[src/rtl/deserializer_if.sv]
// Chunk-stream input and rebuilt-frame output bundle for the deserializer.
// The master drives chunks and sees results; the slave is the deserializer itself.
interface deserializer_if #(
    parameter int unsigned PARALLEL_SIZE = 256,
    parameter int unsigned CHUNK_SIZE    = 16,
    parameter int unsigned INDEX_SIZE    = 4
);
    logic                             input_valid;
    logic [CHUNK_SIZE+INDEX_SIZE-1:0] input_data;
    logic                             output_valid;
    logic [PARALLEL_SIZE-1:0]         output_data;
    logic                             frame_error;
    logic                             busy;

    modport master (
        output input_valid, input_data,
        input  output_valid, output_data, frame_error, busy
    );

    modport slave (
        input  input_valid, input_data,
        output output_valid, output_data, frame_error, busy
    );
endinterface

[src/rtl/deserializer.sv]
// Rebuilds a parallel frame from tagged serial chunks, flags tag sequence errors
// and resynchronises when a tag-0 chunk arrives out of order.
module deserializer #(
    parameter int unsigned PARALLEL_SIZE = 256,
    parameter int unsigned CHUNK_SIZE    = 16,
    parameter int unsigned WORD_SIZE     = 32
) (
    input  logic           clk,
    input  logic           reset,
    input  logic           clear,
    deserializer_if.slave  bus
);
    localparam int unsigned NUM_CHUNKS      = PARALLEL_SIZE / CHUNK_SIZE;
    localparam int unsigned INDEX_SIZE      = $clog2(NUM_CHUNKS);
    localparam int unsigned CHUNKS_PER_WORD = WORD_SIZE / CHUNK_SIZE;
    localparam logic [INDEX_SIZE-1:0] LAST_K = INDEX_SIZE'(NUM_CHUNKS - 1);

    logic [INDEX_SIZE-1:0]    k_q, k_d;
    logic [PARALLEL_SIZE-1:0] asm_q, asm_d;
    logic [PARALLEL_SIZE-1:0] output_data_q, output_data_d;
    logic                     output_valid_q, output_valid_d;
    logic                     frame_error_q, frame_error_d;
    logic                     busy_q, busy_d;

    logic [INDEX_SIZE-1:0] tag;
    logic [CHUNK_SIZE-1:0] chunk;
    logic [INDEX_SIZE-1:0] exp_tag;
    logic                  wr_en;
    logic [INDEX_SIZE-1:0] wr_idx;

    assign tag     = bus.input_data[CHUNK_SIZE +: INDEX_SIZE];
    assign chunk   = bus.input_data[CHUNK_SIZE-1:0];
    assign exp_tag = INDEX_SIZE'(32'(k_q) / CHUNKS_PER_WORD);

    always_comb begin
        k_d            = k_q;
        asm_d          = asm_q;
        output_data_d  = output_data_q;
        output_valid_d = 1'b0;
        frame_error_d  = 1'b0;
        wr_en          = 1'b0;
        wr_idx         = k_q;

        if (clear) begin
            k_d = '0;
        end else if (bus.input_valid) begin
            if (tag == exp_tag) begin
                wr_en = 1'b1;
                if (k_q == LAST_K) begin
                    k_d            = '0;
                    output_valid_d = 1'b1;
                end else begin
                    k_d = k_q + 1'b1;
                end
            end else begin
                frame_error_d = 1'b1;
                // A misplaced tag-0 chunk can only be the head of a new frame.
                if (tag == '0) begin
                    wr_en  = 1'b1;
                    wr_idx = '0;
                    k_d    = INDEX_SIZE'(1);
                end else begin
                    k_d = '0;
                end
            end
        end

        // Slot k: word k/CPW, first chunk of a word lands in its upper bits.
        for (int unsigned i = 0; i < NUM_CHUNKS; i++) begin
            if (wr_en && (wr_idx == i[INDEX_SIZE-1:0])) begin
                asm_d[(i / CHUNKS_PER_WORD) * WORD_SIZE
                      + (CHUNKS_PER_WORD - 1 - (i % CHUNKS_PER_WORD)) * CHUNK_SIZE
                      +: CHUNK_SIZE] = chunk;
            end
        end

        if (output_valid_d) begin
            output_data_d = asm_d;
        end

        busy_d = (k_d != '0);
    end

    always_ff @(posedge clk or posedge reset) begin
        if (reset) begin
            k_q            <= '0;
            asm_q          <= '0;
            output_data_q  <= '0;
            output_valid_q <= 1'b0;
            frame_error_q  <= 1'b0;
            busy_q         <= 1'b0;
        end else begin
            k_q            <= k_d;
            asm_q          <= asm_d;
            output_data_q  <= output_data_d;
            output_valid_q <= output_valid_d;
            frame_error_q  <= frame_error_d;
            busy_q         <= busy_d;
        end
    end

    assign bus.output_valid = output_valid_q;
    assign bus.output_data  = output_data_q;
    assign bus.frame_error  = frame_error_q;
    assign bus.busy         = busy_q;
endmodule

[src/flat_wrapper.sv]
// flat-port wrapper written by rule: the top's interface ports become plain ports
module deserializer_flat 
#(
    parameter int unsigned PARALLEL_SIZE = 256,
    parameter int unsigned CHUNK_SIZE    = 16,
    parameter int unsigned WORD_SIZE     = 32
)
  (clk, reset, clear, bus_input_valid, bus_input_data, bus_output_valid, bus_output_data, bus_frame_error, bus_busy);
  deserializer_if #(.PARALLEL_SIZE(PARALLEL_SIZE), .CHUNK_SIZE(CHUNK_SIZE), .INDEX_SIZE(4)) bus_i ();
  input  logic clk;
  input  logic reset;
  input  logic clear;
  input wire logic [$bits(bus_i.input_valid)-1:0] bus_input_valid;
  input wire logic [$bits(bus_i.input_data)-1:0] bus_input_data;
  output wire logic [$bits(bus_i.output_valid)-1:0] bus_output_valid;
  output wire logic [$bits(bus_i.output_data)-1:0] bus_output_data;
  output wire logic [$bits(bus_i.frame_error)-1:0] bus_frame_error;
  output wire logic [$bits(bus_i.busy)-1:0] bus_busy;
  assign bus_i.input_valid = bus_input_valid;
  assign bus_i.input_data = bus_input_data;
  assign bus_output_valid = bus_i.output_valid;
  assign bus_output_data = bus_i.output_data;
  assign bus_frame_error = bus_i.frame_error;
  assign bus_busy = bus_i.busy;
  deserializer #(.PARALLEL_SIZE(PARALLEL_SIZE), .CHUNK_SIZE(CHUNK_SIZE), .WORD_SIZE(WORD_SIZE)) u_core (.clk(clk), .reset(reset), .clear(clear), .bus(bus_i));
endmodule
[config.mk]
export PLATFORM = sky130hd
export DESIGN_NAME = deserializer_flat
export DESIGN_NICKNAME = d
export VERILOG_FILES = /design/src/rtl/deserializer_if.sv /design/src/rtl/deserializer.sv /design/src/flat_wrapper.sv
export SDC_FILE = /design/constraint.sdc
export NUM_CORES = 1
export LEC_CHECK = 0
export BUFFER_PORTS_ARGS = -buffer_cell sky130_fd_sc_hd__buf_2
export CAP_MARGIN = 40
export CORE_MARGIN = 1
export CORE_UTILIZATION = 52
export CTS_CLUSTER_DIAMETER = 60
export DETAILED_ROUTE_END_ITERATION = 12
export PLACE_DENSITY_LB_ADDON = 0.05
export REMOVE_ABC_BUFFERS = 1
export SETUP_SLACK_MARGIN = 0.1
export SLEW_MARGIN = 15
export SYNTH_ARGS = -nofsm -noshare
export SYNTH_HDL_FRONTEND = slang
export SYNTH_SLANG_ARGS = --single-unit
export TNS_END_PERCENT = 50
[constraint.sdc]
create_clock -name clk -period 15.6 [get_ports clk]
set_input_delay 1.56 -clock clk [delete_from_list [all_inputs] [get_ports clk]]
set_output_delay 1.56 -clock clk [all_outputs]
set_load 0.02 [all_outputs]
==> run metrics <==
dpl hpwl=35600 um; critical path peak fanout=117; Port Buf Inserts=282; max frequency=242 MHz; multi-input logic area=6740 um^2; Yosys reg bits=519; Fin. Hold Viols=0; # IOs=283; Final setup viols=0; hold buffers post-CTS=0; DRC Markers=0; clock sinks=519; first-pass GRT wire length=89600 um; utilization after layout=61.8%; Die H=204 um; post-route antenna net violation count=0; largest family of logic cells by synthesized area=compound AO/OA/AOI/OAI gates; die area=41700 um^2; hold slack final=0.486 ns; post-synthesis mux area share=11.8%; Avg Inst Size Synth=11.3 um^2; RSZ-0062 raised after global routing=no; Syn-to-layout area delta=16.3%; initial antenna violation count=0; final wirelength=58400 um; Arrival @ worst endpoint=4.65 ns; post-synthesis sequential area ratio=61.0%; number of enable flip-flop cells after synthesis=0; worst slew pin tran=1.11 ns; Max Cap Viol=0; CP endpoint kind=flop; most frequent cells in the layout=519 x dfrtp_1, 289 x o21ai_0, 282 x buf_2; Main synth FF type=dfrtp_1; antenna cells=0; Synthesis Warnings=0; final clock skew=0.0130 ns; vias in the first global route=15200; CTS resizes=0; Static Leak=12.4 nW; Num CTS Buffers=54; CTS tree=done; status=finished, final reports clean; max-slew violations=0; Rows=73; Vias/cell=5.82; Adder-Cell Fraction of Synth Area=0.0588%; slew margin rel.=25.9%; vias=15400; simple-gate area share of the yosys netlist=4.28%; Syn Std Cell Area=21300 um^2; Wirelength per Cell=22.1 um; VDD IR max=0.0890 mV; Clock Tree Root=clkbuf_16; share of cells above drive strength 1=21.0%; Critical Path RT=16.11 ns; Post-CTS Repair Setup Buffers=0; HP Class=reg2reg; DIE WIDTH=204 um; Setup WS pre-CTS=10.84 ns; core footprint=40000 um^2; XOR/XNOR share of the synthesized area=0.312%; Longest Clk Path Bufs=3; leading cell type in the layout, fill and taps excluded=dfrtp_1; Starting Density=53.2%; Layout Nets=2098; # H-tree levels=2; PD cells=110 nW/um^2; Final min period=4.14 ns; largest net degree at the start of global routing=190; Setup TNS Final=0 ns; synth unique cells=51; FFs w/ async S/R, synth=100%; drt pass-1 iters=7; Tot GR Track Use=28.2%; Reg area=13000 um^2; worst-skew pair later-pin latency=0.60 ns; compound-gate portion of the synthesized area=15.1%; routability cong.=0.784; Synth Instances=1886; setup ws final=11.46 ns; initial DRC count=1145; Setup CP Type=in2reg; GR Overflow Total=0; fillers=3344; period utilization=26.5%; clock slew at reported path FFs=0.06 ns; Critical Path Start Type=input port
-- final timing paths --
path	from	end	slack, ns	cells past startpoint
setup / recovery	bus_input_data[16]	u_core.bus.output_data[166]	11.46	8
hold / removal	u_core.asm_q[141]	u_core.asm_q[141]	0.49	2
setup reg to reg	u_core.k_q[1]	u_core.bus.output_data[166]	11.84	7
hold reg to reg	u_core.asm_q[141]	u_core.asm_q[141]	0.49	2
max in group asynchronous	reset	u_core.asm_q[143]	12.92	6
min in group asynchronous	reset	u_core.k_q[1]	0.85	2
-- Yosys cell counts (3+ instances only) --
cell type | n | area share [%]
buf_2 | 26 | 0.61
clkbuf_1 | 127 | 2.2
o21ai_1 | 48 | 1.1
mux2_4 | 10 | 0.71
mux2_1 | 20 | 1.1
a31oi_1 | 145 | 4.3
o31ai_1 | 34 | 1.2
mux2_2 | 18 | 0.95
xnor2_2 | 3 | 0.23
dfrtp_1 | 519 | 61
nor2_1 | 18 | 0.32
buf_4 | 7 | 0.25
or2_2 | 7 | 0.21
nor2b_1 | 3 | 0.088
nor4_1 | 3 | 0.088
inv_1 | 183 | 3.2
nand4_1 | 21 | 0.62
buf_1 | 5 | 0.088
mux2i_1 | 193 | 9.1
a21oi_1 | 66 | 1.6
buf_6 | 18 | 0.95
nand2_1 | 55 | 0.97
nand3_1 | 34 | 0.80
and2_1 | 3 | 0.088
o21ai_0 | 289 | 6.8
-- power by group --
group          internal, W  switching, W
logic            0.0000180     0.0000762
clock network     0.000741      0.000519
registers          0.00136    0.00000277
total              0.00212      0.000598
-- worst max-delay path, cell delays in order --
cell	delay [ns]
buf_2	0.13
xnor2_2	0.27
and4_4	0.57
nand3_4	0.31
inv_8	0.29
buf_16	0.36
buf_12	0.69
mux2i_1	0.27
-- state kept, by name, indices dropped and copies added (netlist names) --
register / cells
u_core.bus.busy: 1
u_core.bus.frame_error: 1
u_core.asm_q: 256
u_core.bus.output_valid: 1
u_core.bus.output_data: 256
u_core.k_q: 4
-- routing by layer --
metal	share of wire [%]	track usage, %
met1	43	39.2
met2	48	44.2
met3	6.9	6.30
met4	2.5	8.34
met5	0	0
-- final cells by class --
| cell class | instances | share of cell area, % |
|---|---|---|
| clock buffers | 91 | 6.77 |
| flip-flops and latches | 519 | 52.5 |
| repair buffers | 315 | 7.77 |
| clock inverters | 5 | 0.228 |
| multi-input cells | 999 | 27.2 |
| inverters | 184 | 2.85 |
| well taps | 525 | 2.65 |
-- stage by stage --
step,instances,instance area (um^2),power [W]
CTS,2635,24700,0.00274
global route,2638,24700,0.00280
detailed placement,2539,23000,0.00148
global placement,2525,22600,0.00147
floorplan,1702,20400,0.00143
finish,2638,24700,0.00271
-- cell families after synthesis --
kind of cell    count (synthesis)
compound gates                586
xor+xnor                        5
fa+ha+maj                       1
buf+inv                       368
flops                         519
mux                           241
simple gates                  166
Power figures use the tool's default switching activity.
